<file path="config.mk">
export PLATFORM = sky130hd
export DESIGN_NAME = forward_unit_pipe
export DESIGN_NICKNAME = d
export VERILOG_FILES = /design/src/rtl/forward_unit_pipe.sv
export SDC_FILE = /design/constraint.sdc
export NUM_CORES = 1
export LEC_CHECK = 0
export ABC_AREA = 1
export CAP_MARGIN = 15
export CORE_ASPECT_RATIO = 0.6
export CORE_MARGIN = 2
export CORE_UTILIZATION = 53
export DETAILED_ROUTE_END_ITERATION = 7
export GPL_ROUTABILITY_DRIVEN = 1
export PLACE_DENSITY = 0.88
export SETUP_SLACK_MARGIN = 0.2
export SLEW_MARGIN = 20
export SYNTH_ARGS = -nofsm -noshare
export SYNTH_HDL_FRONTEND = slang
export SYNTH_SLANG_ARGS = --single-unit
</file>
<file path="constraint.sdc">
create_clock -name clk -period 3.38 [get_ports clk]
set_input_delay 0.676 -clock clk [delete_from_list [all_inputs] [get_ports clk]]
set_output_delay 0.676 -clock clk [all_outputs]
set_load 0.02 [all_outputs]
</file>
<file path="src/rtl/forward_unit_pipe.sv">
// Operand-forwarding and load-use hazard unit: tracks in-flight register writes in a
// STAGES-deep shift pipeline and serves NRD ID read ports. Optional counters: FWD_STATS_EN.
module forward_unit_pipe #(
  parameter int NRD    = 2,
  parameter int STAGES = 3,
  parameter int DW     = 32,
  parameter int AW     = 5
) (
  input  logic              clk,
  input  logic              rst_n,
  input  logic              hold,
  input  logic              flush,
  // Issue is a one-cycle strobe: an instruction enters slot 0 on a rising edge where
  // issue_valid & issue_we & !stall & !flush & !hold; there is no ready back-pressure.
  input  logic              issue_valid,
  input  logic              issue_we,
  input  logic [AW-1:0]     issue_dreg,
  input  logic              issue_load,
  input  logic [DW-1:0]     exe_out,
  input  logic [DW-1:0]     mem_out,
  input  logic [NRD*AW-1:0] id_reg,
  input  logic [NRD*DW-1:0] id_out,
  output logic [NRD*DW-1:0] id_exe_reg,
  output logic [NRD-1:0]    fwd_hit,
`ifdef FWD_STATS_EN
  output logic [31:0]       stat_fwd,
  output logic [31:0]       stat_stall,
`endif
  output logic              stall
);

  logic [STAGES-1:0] v_q;
  logic [STAGES-1:0] load_q;
  logic [AW-1:0]     dreg_q [STAGES];
  logic [DW-1:0]     data_q [STAGES];
  logic [DW-1:0]     data_adv [STAGES];
  logic              issue_ok;

  assign issue_ok = issue_valid & issue_we & ~stall & ~flush & (issue_dreg != '0);

  // Data each slot carries forward on advance: slot 0 ALU results and slot 1 load
  // data are only valid on the live inputs, so they are captured as they leave.
  always_comb begin
    for (int s = 0; s < STAGES; s++) begin
      data_adv[s] = data_q[s];
      if (s == 0 && !load_q[0]) data_adv[s] = exe_out;
      if (s == 1 && load_q[1])  data_adv[s] = mem_out;
    end
  end

  always_ff @(posedge clk or negedge rst_n) begin
    if (!rst_n) begin
      v_q    <= '0;
      load_q <= '0;
      for (int s = 0; s < STAGES; s++) begin
        dreg_q[s] <= '0;
        data_q[s] <= '0;
      end
    end else if (flush) begin
      v_q <= '0;
    end else if (!hold) begin
      v_q       <= {v_q[STAGES-2:0], issue_ok};
      load_q    <= {load_q[STAGES-2:0], issue_load};
      dreg_q[0] <= issue_dreg;
      data_q[0] <= '0;
      for (int s = 1; s < STAGES; s++) begin
        dreg_q[s] <= dreg_q[s-1];
        data_q[s] <= data_adv[s-1];
      end
    end
  end

  logic [AW-1:0] rsel;
  logic [DW-1:0] fval;
  logic          fhit;
  logic          fld0;

  // Scan oldest to youngest so the youngest matching slot overrides.
  always_comb begin
    id_exe_reg = id_out;
    fwd_hit    = '0;
    stall      = 1'b0;
    rsel       = '0;
    fval       = '0;
    fhit       = 1'b0;
    fld0       = 1'b0;
    for (int p = 0; p < NRD; p++) begin
      rsel = id_reg[p*AW +: AW];
      fval = id_out[p*DW +: DW];
      fhit = 1'b0;
      fld0 = 1'b0;
      for (int s = STAGES - 1; s >= 0; s--) begin
        if (v_q[s] && dreg_q[s] == rsel && rsel != '0) begin
          fhit = 1'b1;
          fld0 = 1'b0;
          if (s == 0 && load_q[0]) begin
            fhit = 1'b0;
            fld0 = 1'b1;
            fval = id_out[p*DW +: DW];
          end else if (s == 0) begin
            fval = exe_out;
          end else if (s == 1 && load_q[1]) begin
            fval = mem_out;
          end else begin
            fval = data_q[s];
          end
        end
      end
      id_exe_reg[p*DW +: DW] = fval;
      fwd_hit[p]             = fhit;
      stall                  = stall | fld0;
    end
  end

`ifdef FWD_STATS_EN
  always_ff @(posedge clk or negedge rst_n) begin
    if (!rst_n) begin
      stat_fwd   <= '0;
      stat_stall <= '0;
    end else if (!hold) begin
      if (|fwd_hit && stat_fwd != 32'hFFFF_FFFF) stat_fwd <= stat_fwd + 32'd1;
      if (stall && stat_stall != 32'hFFFF_FFFF)  stat_stall <= stat_stall + 32'd1;
    end
  end
`endif

endmodule
</file>
# After elaboration in Yosys (flattened, before gate mapping)
# Cells that the tools add are included.
# W data, S select, Z words.
op_classes:
  n_bitwise: 8
  n_eq_ne: 7
  magnitude_cmp: 0
  n_reduce_logical: 16
  shift: 0
  div_mod_pow: 0
  n_addsub: 0
  n_mux: 22
  n_mul: 0
ops:
  columns: ["op", "n"]
  rows:
  - ["$mux W32", 10]
  - ["$eq A5 B5 Y1", 6]
  - ["$reduce_bool A5 Y1", 3]
  - ["$logic_and A1 B1 Y1", 12]
  - ["$mux W1", 10]
  - ["$mux W3", 2]
  - ["$and A1 B1 Y1", 4]
  - ["$not A1 Y1", 3]
  - ["$ne A2 B1 Y1 const B", 1]
  - ["$reduce_and A2 Y1", 1]
  - ["$or A1 B1 Y1", 1]
totals:
  wordCells: 60
  memories: 0
  register_bits: 84
  romBits: 0
  input_bits: 150
  latch_bits: 0
  ramBits: 0

# Logic depth before layout (Yosys ltp)
# Gate-level depths: netlist (run 1).
depth:
  word_depth: 11
  depth_mapped: 12
  ltp_nobuf: 11

# Least setup slack after synthesis (run 1)
# OpenSTA, ideal clock, no wires.
synth_path:
  path_kind: "input to output"
  start: "in id_reg[2]"
  end: "out fwd_hit[0]"
  t_required_ns: 2.704
  slack_ns: 0.912
  path_stages: 8
  arrival_time_ns: 1.792
  cell_sequence: "inv_1 nand2_1 nor2_2 nor2_1 nand3_2 buf_4 nor2_1 a31oi_1"
synth_via:
  elab_chain_len: 6
synth_lines:
  columns: ["element", "line", "text"]
  rows:
  - ["start, declared", "21", "input logic [NRD*AW-1:0] id_reg,"]
  - ["$eq A5 B5 Y1", "93", "if (v_q[s] && dreg_q[s] == rsel && rsel != '0) begin"]
  - ["$logic_and A1 B1 Y1 (2 in series)", "93", null]
  - ["$mux W1 (2 in series)", "93", null]
  - ["$mux W1 (*)", "93", null]
  - ["end, declared", "24", "output logic [NRD-1:0] fwd_hit,"]
# Mark *: on every way between the ends. The rest lies on a longest branch, timed or not.

# Worst setup path after layout (run 1)
# Ends and elaborated chain as after synthesis.

==> results of run 1 <==
==> layout make-up <==
class,count,area (µm²)
Inverter,101,383
Clock buffer,12,246
Clock inverter,4,72.6
Multi-Input combinational cell,991,4470
Sequential cell,84,2100
Timing Repair Buffer,284,2980
Tap cell,175,219
Fill cell,1018,3060
==> worst max path at each step <==
stage	endpoint	cells after the start	slack, ps
2_1_floorplan	fwd_hit[0]	8	910
3_3_place_gp	id_exe_reg[63]	11	-270
3_5_place_dp	id_exe_reg[20]	12	-290
4_1_cts	id_exe_reg[18]	12	160
5_1_grt	id_exe_reg[28]	13	170
6_report	fwd_hit[0]	10	270
==> cells by family (layout without fill, tap and decap cells) <==
kind of cell,count (synthesis),count (layout)
AOI/OAI and AO/OA,94,94
xor gates and xnor gates,4,4
buffers and inverters,181,401
DFF,84,84
muxes,32,32
and+or+nand+nor,861,861
==> state kept, by name, summed over array words and instances (netlist names) <==
name      count
load_q        2
dreg_q       15
data_q       32
v_q           3
data_adv     32
==> power by group through the flow <==
stage	clock, mW	sequential [mW]	combinational (mW)
6_report	1.09	1.31	1.26
5_1_grt	1.13	1.33	1.37
3_5_place_dp	0	1.31	1.22
2_1_floorplan	0	1.27	0.673
4_1_cts	1.09	1.30	1.23
3_3_place_gp	0	1.31	1.20
==> metal layers <==
layer	GRT usage	vias to the layer above	part of all wire
met1	0.528	4228	0.41
met2	0.586	714	0.42
met3	0.0913	58	0.14
met5	0	-	0
li1	-	4390	-
met4	0.106	0	0.019
==> timing repair <==
item,CTS,global route
endpoints found under the setup margin,67,67
pin swaps,9,4
hold buffers,0,0
buffers inserted,2,2
hold endpoints to repair,0,0
gates resized for setup,237,18
cloned,0,3
==> worst max-delay path: stages <==
cell             delay (ps)
clkdlybuf4s15_1         280
inv_1                   120
nand2_1                 100
nor2_2                   60
buf_4                   150
nor2_4                  230
nand2_4                 110
buf_12                  160
a31oi_1                 200
clkdlybuf4s15_1         340
==> layout by cell type, fill, tap and decap left out, types with 3 or more instances in the layout <==
| cell | netlist | layout |
|---|---|---|
| clkbuf_16 | 0 | 11 |
| mux2i_1 | 32 | 32 |
| buf_12 | 0 | 20 |
| buf_8 | 0 | 4 |
| dfrtp_1 | 84 | 82 |
| inv_2 | 14 | 13 |
| nor2_1 | 8 | 7 |
| nand3_1 | 201 | 200 |
| nand2_4 | 0 | 4 |
| clkdlybuf4s50_1 | 0 | 138 |
| buf_4 | 10 | 36 |
| clkdlybuf4s15_2 | 0 | 46 |
| nor2_2 | 5 | 3 |
| clkdlybuf4s15_1 | 0 | 5 |
| o21ai_0 | 85 | 85 |
| buf_2 | 41 | 15 |
| buf_6 | 3 | 7 |
| dlygate4sd2_1 | 0 | 6 |
| dlymetal6s2s_1 | 0 | 3 |
| a21oi_1 | 5 | 5 |
| nor2_4 | 7 | 10 |
| nand2_1 | 629 | 628 |
| inv_1 | 86 | 85 |
==> out/metrics.csv, run 1 <==
metric;value;unit
status;finished clean;
Die Area;14800;µm²
largest family of logic cells by synthesized area;simple AND/OR/NAND/NOR gates;
critical path launch point type;input pin;
ys async rst share;1.00;
Synth-to-Final Area Change;43.5;%
Net Sw Frac;0.357;
Post-Synth XOR/XNOR Area;0.00479;
R2R setup slack;1590;ps
worst r2r dst;v_q[0]$_DFFE_PN0P_;
Seq pwr share;0.358;
PnR Total Power;3.66;mW
Worst-Skew Late Latency;350;ps
relative slew slack;0.530;
fin crit share;0.920;
unrepaired setup endpoints after global routing;no;
CP required;2700;ps
clk slew on worst S/H paths;60;ps
Total Wirelength;27900;µm
# H-tree levels;3;
#FFs+latches synth;84;
Combinational Power Share;0.344;
Final ANT Viol Nets;0;
Seq/Total Area, Yosys;0.288;
Avg Cell Area, Syn;5.82;µm²
root buf cell;clkbuf_16;
Tightest Pin Transition;701;ps
HP Class;in2async;
GRT overflow;0;
Reg2Reg Depth;10;
Final WS setup;269;ps
Clock Sinks;84;
most common cell in the netlist;nand2_1;
Placed Area;9940;µm²
via count;9390;
Vias per Instance;5.69;
crit path max fanout;14;
Crit. End Element;primary output;
top cell type's share of synthesized area;0.323;
Die Ht;95.0;µm
Post-DP HPWL;19300;µm
Placed Cells;1628;
multiplexer share of the synthesized area;0.0438;
Inserted Diodes;0;
die width;156;µm
pre-CTS setup slack;-292;ps
Post-Synthesis Cells;1256;
static leakage;5.48;nW
net switching power;1.31;mW
Fmax;321;MHz
GRT Util Overall;0.378;
CTS tree;yes;
layout cell share with drive strength beyond 1;0.126;
critical path type;in2out;
clock share of power;0.298;
Synth cell types;27;
starting density of the core;0.540;
PortBufs;216;
Yosys warnings;0;
I/O pin total;217;
total core area;13500;µm²
setup TNS;0;ps
Initial DRC Count;1175;
fin area;10500;µm²
Max Slew Vio Count;0;
fin crit period;3110;ps
vias in the first global route;8704;
largest net degree at the start of global routing;133;
Cell Rows;33;
worst clock skew;8.00;ps
WL/cell;16.9;µm
worst hold margin;354;ps
Synth area leader;nand2_1;
Setup violations, final;0;
number of max-cap violations;0;
Commonest cells post-synth;nand2_1 (629), nand3_1 (201), inv_1 (86);
synthesized area;7310;µm²
final hold violation count;0;
RePlAce Congestion;0.924;
total CTS buffers;9;
synthesized-area fraction occupied by adder cells;0;
simple-gate share of the synthesized area;0.490;
Reg-to-Reg Start;dreg_q[12]$_DFFE_PN0P_;
Synth Flop Type;dfrtp_1;
maximum vdd drop;0.222;mV
worst setup path start;id_reg[2];
DR DRC count;0;
final core utilization;0.774;
Max Root-Sink Buffers;2;
Post-synth EDFFs;0;
initial antenna violation count;0;
Layout Nets;1621;
top area cells in the synthesized netlist;nand2_1 (32%), dfrtp_1 (29%), nand3_1 (14%);
drt first pass iters;6;
Pwr Density;349;nW/µm²
Synth Area in Compound Gates;0.0652;
internal power;2.35;mW
first-pass GRT wire length;44100;µm
Worst EP arrival;2440;ps
Mapped Nets;1406;
final cell count without fillers;1651;
Note: power is estimated with default switching activity, not from simulation.
==> run 2, diff against run 1 <==
--- a/config.mk
+++ b/config.mk
@@ -9,10 +9,11 @@
 export CAP_MARGIN = 15
 export CORE_ASPECT_RATIO = 0.6
 export CORE_MARGIN = 2
-export CORE_UTILIZATION = 53
+export CORE_UTILIZATION = 65
 export DETAILED_ROUTE_END_ITERATION = 7
+export DONT_BUFFER_PORTS = 1
 export GPL_ROUTABILITY_DRIVEN = 1
-export PLACE_DENSITY = 0.88
+export PLACE_DENSITY = 0.81
 export SETUP_SLACK_MARGIN = 0.2
 export SLEW_MARGIN = 20
 export SYNTH_ARGS = -nofsm -noshare
==> run 2 against run 1 <==
Via count down 13%. Final cell count down 18%. Die area decreased by 18%. Critical path depth decreased by 1. Maximum frequency increased by 2.2%. Non-clock buffer count fell by 258. Worst hold slack got worse by 330 ps. Sequential cell count did not move. Total power is 15% lower. Sequential power about the same. Count of clock-buffer cells in the layout fell by 2. Utilization decreased by 6.1 points. Largest cell class unchanged. Largest power group unchanged.
==> out/metrics.csv, run 2 (synthesis gave the netlist of run 1 again) <==
metric;value;unit
largest net degree at the start of global routing;85;
static leakage;4.22;nW
root buf cell;clkbuf_16;
worst hold margin;24.7;ps
Max Root-Sink Buffers;2;
setup TNS;0;ps
maximum vdd drop;0.334;mV
Total Wirelength;24300;µm
first-pass GRT wire length;38300;µm
GRT overflow;0;
Initial DRC Count;958;
Worst EP arrival;2370;ps
Setup violations, final;0;
drt first pass iters;5;
Placed Area;7350;µm²
Worst-Skew Late Latency;340;ps
unrepaired setup endpoints after global routing;no;
critical path launch point type;register;
fin crit share;0.900;
Tightest Pin Transition;937;ps
# H-tree levels;3;
final core utilization;0.713;
Crit. End Element;primary output;
Pwr Density;406;nW/µm²
Clock Sinks;84;
die width;141;µm
GRT Util Overall;0.401;
fin crit period;3040;ps
DR DRC count;0;
Cell Rows;29;
number of max-cap violations;0;
Post-DP HPWL;15800;µm
initial antenna violation count;0;
PnR Total Power;3.11;mW
commonest non-fill, non-tap cells in the layout;nand2_1 (629), nand3_1 (201), inv_1 (85), o21ai_0 (85), dfrtp_1 (82);
Inserted Diodes;0;
CP required;2700;ps
starting density of the core;0.680;
total CTS buffers;9;
pre-CTS setup slack;24.7;ps
Max Slew Vio Count;0;
PortBufs;0;
WL/cell;17.9;µm
crit path max fanout;16;
status;finished clean;
clk slew on worst S/H paths;70;ps
final cell count without fillers;1359;
RePlAce Congestion;0.951;
commonest non-fill, non-tap cell in the layout;nand2_1;
final hold violation count;0;
HP Class;in2async;
layout cell share with drive strength beyond 1;0.0664;
Final ANT Viol Nets;0;
CTS tree;yes;
I/O pin total;217;
Vias per Instance;6.00;
Die Ht;86.1;µm
total core area;10700;µm²
vias in the first global route;7370;
worst clock skew;5.98;ps
Die Area;12100;µm²
Synth-to-Final Area Change;4.81;%
Final WS setup;337;ps
critical path type;reg2out;
relative slew slack;0.375;
Fmax;329;MHz
Layout Nets;1365;
fin area;7660;µm²
via count;8155;
Placed Cells;1338;
## run 2: cell count changes in the layout (fill, tap and decap cells not counted), moves of 3 or more
cell             previous run  this run
buf_2                      15         0
nand2_2                     2         5
dlygate4sd2_1               6         0
buf_8                       4         0
dlymetal6s2s_1              3         0
clkdlybuf4s15_2            46         0
nand2_4                     4         0
clkdlybuf4s50_1           138         0
buf_6                       7         0
buf_12                     20         7
clkdlybuf4s15_1             5         0
buf_4                      36        19
clkinv_2                    2         8
## run 2: final cells by class
cell class                 instances  area (µm²)
clock buffer                      10         239
clock inverter                     6        30.0
fill                             978        3080
inverter                         101         382
multi-input combinational        993        4450
sequential                        84        2100
tap                              139         174
timing repair buffer              26         283
## run 2: what timing repair did
item                       in CTS  in global routing
buffers inserted                1                  2
cloned                          2                  0
pin swaps                       2                  1
setup endpoints to repair      55                 13
hold buffers                    0                  0
resized for setup               1                  1
## run 2: layer usage
| layer | up-vias | global-route usage | part of all wire |
|---|---|---|---|
| met5 | - | 0 | 0 |
| met4 | 0 | 0.113 | 0.019 |
| met3 | 49 | 0.0977 | 0.14 |
| met2 | 606 | 0.620 | 0.43 |
| met1 | 3632 | 0.564 | 0.41 |
| li1 | 3868 | - | - |
## run 2: worst max-delay path, stage by stage (launching register included)
cell     delay [ps]
dfrtp_1         390
inv_1            90
nand2_1          60
nand2_1          60
nand2_1         150
nor2_2          770
nand3_1         150
nand3_1         120
nand2_1          70
nand2_1         180
## run 2: final timing paths
kind,cells after the start,to,slack [ps],from
max,9,id_exe_reg[23],340,dreg_q[4]$_DFFE_PN0P_
min,0,data_q[57]$_DFFE_PN0P_,20,rst_n
max reg2reg,9,v_q[0]$_DFFE_PN0P_,1500,dreg_q[11]$_DFFE_PN0P_
min reg2reg,2,data_q[51]$_DFFE_PN0P_,490,data_q[51]$_DFFE_PN0P_
max in group asynchronous,0,dreg_q[3]$_DFFE_PN0P_,3210,rst_n
min in group clk,2,dreg_q[12]$_DFFE_PN0P_,460,issue_dreg[2]
## run 2: power by group
part	total, mW	switching [mW]	internal, mW	leakage, nW
clock	0.931	0.420	0.511	0.142
sequential	1.31	0.139	1.17	1.08
combinational	0.874	0.616	0.258	3.00
total	3.11	1.17	1.94	4.22
==> run 3, diff against run 2 <==
--- a/config.mk
+++ b/config.mk
@@ -13,6 +13,7 @@
 export DETAILED_ROUTE_END_ITERATION = 7
 export DONT_BUFFER_PORTS = 1
 export GPL_ROUTABILITY_DRIVEN = 1
+export GPL_TIMING_DRIVEN = 0
 export PLACE_DENSITY = 0.81
 export SETUP_SLACK_MARGIN = 0.2
 export SLEW_MARGIN = 20
==> run 3 against run 2 <==
Die area stayed put. Utilization up 1.4 points. Total power is 6.7% higher. Critical endpoint is now fwd_hit[0]. Largest cell class unchanged.
==> out/metrics.csv, run 3 (synthesis gave the netlist of run 1 again) <==
metric;value;unit
status;finished clean;
commonest non-fill, non-tap cell in the layout;nand2_1;
Setup crit end;fwd_hit[0];
# hold bufs at CTS;0;
Critical Path Most Common Cell;nand2_1;
total core area;10700;µm²
Total Wirelength;26100;µm
Initial DRC Count;939;
Synth-to-Final Area Change;6.85;%
setup TNS;0;ps
Crit. End Element;primary output;
unrepaired setup endpoints after global routing;no;
Worst-Skew Late Latency;350;ps
Reg-to-Reg Start;load_q[0]$_DFFE_PN0P_;
final hold violation count;0;
WL/cell;18.5;µm
Die Ht;86.1;µm
CTS tree;yes;
maximum vdd drop;0.259;mV
final core utilization;0.727;
Worst EP arrival;2290;ps
CP max-delay cell;a31oi_1;
worst setup path start;dreg_q[7]$_DFFE_PN0P_;
fin crit period;2960;ps
Clock Sinks;84;
PostCTS Resize Cnt;0;
critical path launch point type;register;
relative slew slack;0.550;
total CTS buffers;9;
postcts setup bufs;0;
# H-tree levels;3;
starting density of the core;0.680;
Tightest Pin Transition;675;ps
root buf cell;clkbuf_16;
GRT Util Overall;0.432;
CP cell instances;inv_1 > nand2_1 > nand2_1 > nand2_1 > nor2_2 > nand2_2 > buf_2 > a31oi_1;
Layout Nets;1417;
static leakage;4.33;nW
CP max stage delay;500;ps
CP required;2700;ps
clk slew on worst S/H paths;70;ps
commonest non-fill, non-tap cells in the layout;nand2_1 (629), nand3_1 (201), inv_1 (86);
Max Root-Sink Buffers;2;
die width;141;µm
Vias per Instance;6.04;
I/O pin total;217;
R2R setup slack;1690;ps
Setup violations, final;0;
vias in the first global route;7872;
Cell Rows;29;
PortBufs;0;
worst clock skew;8.69;ps
layout cell share with drive strength beyond 1;0.0810;
GRT overflow;0;
initial antenna violation count;0;
drt first pass iters;7;
worst r2r dst;data_q[37]$_DFFE_PN0P_;
HP Class;in2async;
Pwr Density;425;nW/µm²
RePlAce Congestion;0.945;
PnR Total Power;3.32;mW
critical path type;reg2out;
Die Area;12100;µm²
Inserted Diodes;0;
via count;8516;
first-pass GRT wire length;40800;µm
Final ANT Viol Nets;0;
fin crit share;0.877;
Post-DP HPWL;18400;µm
DR DRC count;0;
Fmax;337;MHz
Reg2Reg Depth;4;
largest net degree at the start of global routing;85;
Max Slew Vio Count;0;
crit path max fanout;10;
number of max-cap violations;0;
## run 3: changes by cell type in the layout (fill, tap and decap cells not counted), moves of 2 or more
cell        delta
buf_12         -7
clkbuf_1      +26
nor2_2         +2
buf_2         +41
nor2_4         -4
buf_4          -9
buf_6          +3
dfrtp_1        +2
clkinvlp_4     +3
dfrtp_2        -2
bufinv_16      +2
clkinv_2       -7
## run 3: metrics by stage
stage	cells	hold slack (ps)	cell area [µm²]	setup slack, ps
after floorplan	1256	380	7310	912
after global placement	1395	382	7480	566
after detailed placement	1395	382	7480	552
after CTS	1411	14.5	7810	473
after global routing	1411	5.95	7810	338
final	1411	14.8	7810	416
## run 3: final cells by class
class / instances / area [µm²]
Tap cell: 139 / 174
Fill cell: 1001 / 2930
Buffer: 80 / 412
Multi-Input combinational cell: 991 / 4420
Clock buffer: 10 / 239
Inverter: 101 / 379
Clock inverter: 6 / 87.6
Sequential cell: 84 / 2100
## run 3: how the worst min path moves through the flow
stage,endpoint,slack [ps]
global placement,data_q[57]$_DFFE_PN0P_,380
global route,data_q[57]$_DFFE_PN0P_,6
CTS,data_q[57]$_DFFE_PN0P_,10
detailed placement,data_q[57]$_DFFE_PN0P_,380
finish,data_q[57]$_DFFE_PN0P_,10
floorplan,data_adv[0]$_DFFE_PN0P_,380
## run 3: worst max-delay path, delay by kind of cell (launching register included)
| family | cells | cell delay (ps) |
|---|---|---|
| AO/OA/AOI/OAI | 1 | 500 |
| buffers and inverters | 2 | 330 |
| AND/OR/NAND/NOR | 5 | 680 |
| flip-flops | 1 | 430 |
## run 3: report_power, final
group / internal [mW] / total, mW / switching (mW) / leakage, nW
Sequential: 1.17 / 1.29 / 0.126 / 1.08
Clock: 0.667 / 1.11 / 0.448 / 0.151
Combinational: 0.261 / 0.912 / 0.651 / 3.10
Total: 2.10 / 3.32 / 1.22 / 4.33
## run 3: metal layers
layer	up-vias	share of wire	GRT usage
li1	3975	-	-
met1	3806	0.39	0.597
met2	664	0.42	0.634
met3	71	0.16	0.143
met4	0	0.026	0.157
met5	-	0	0
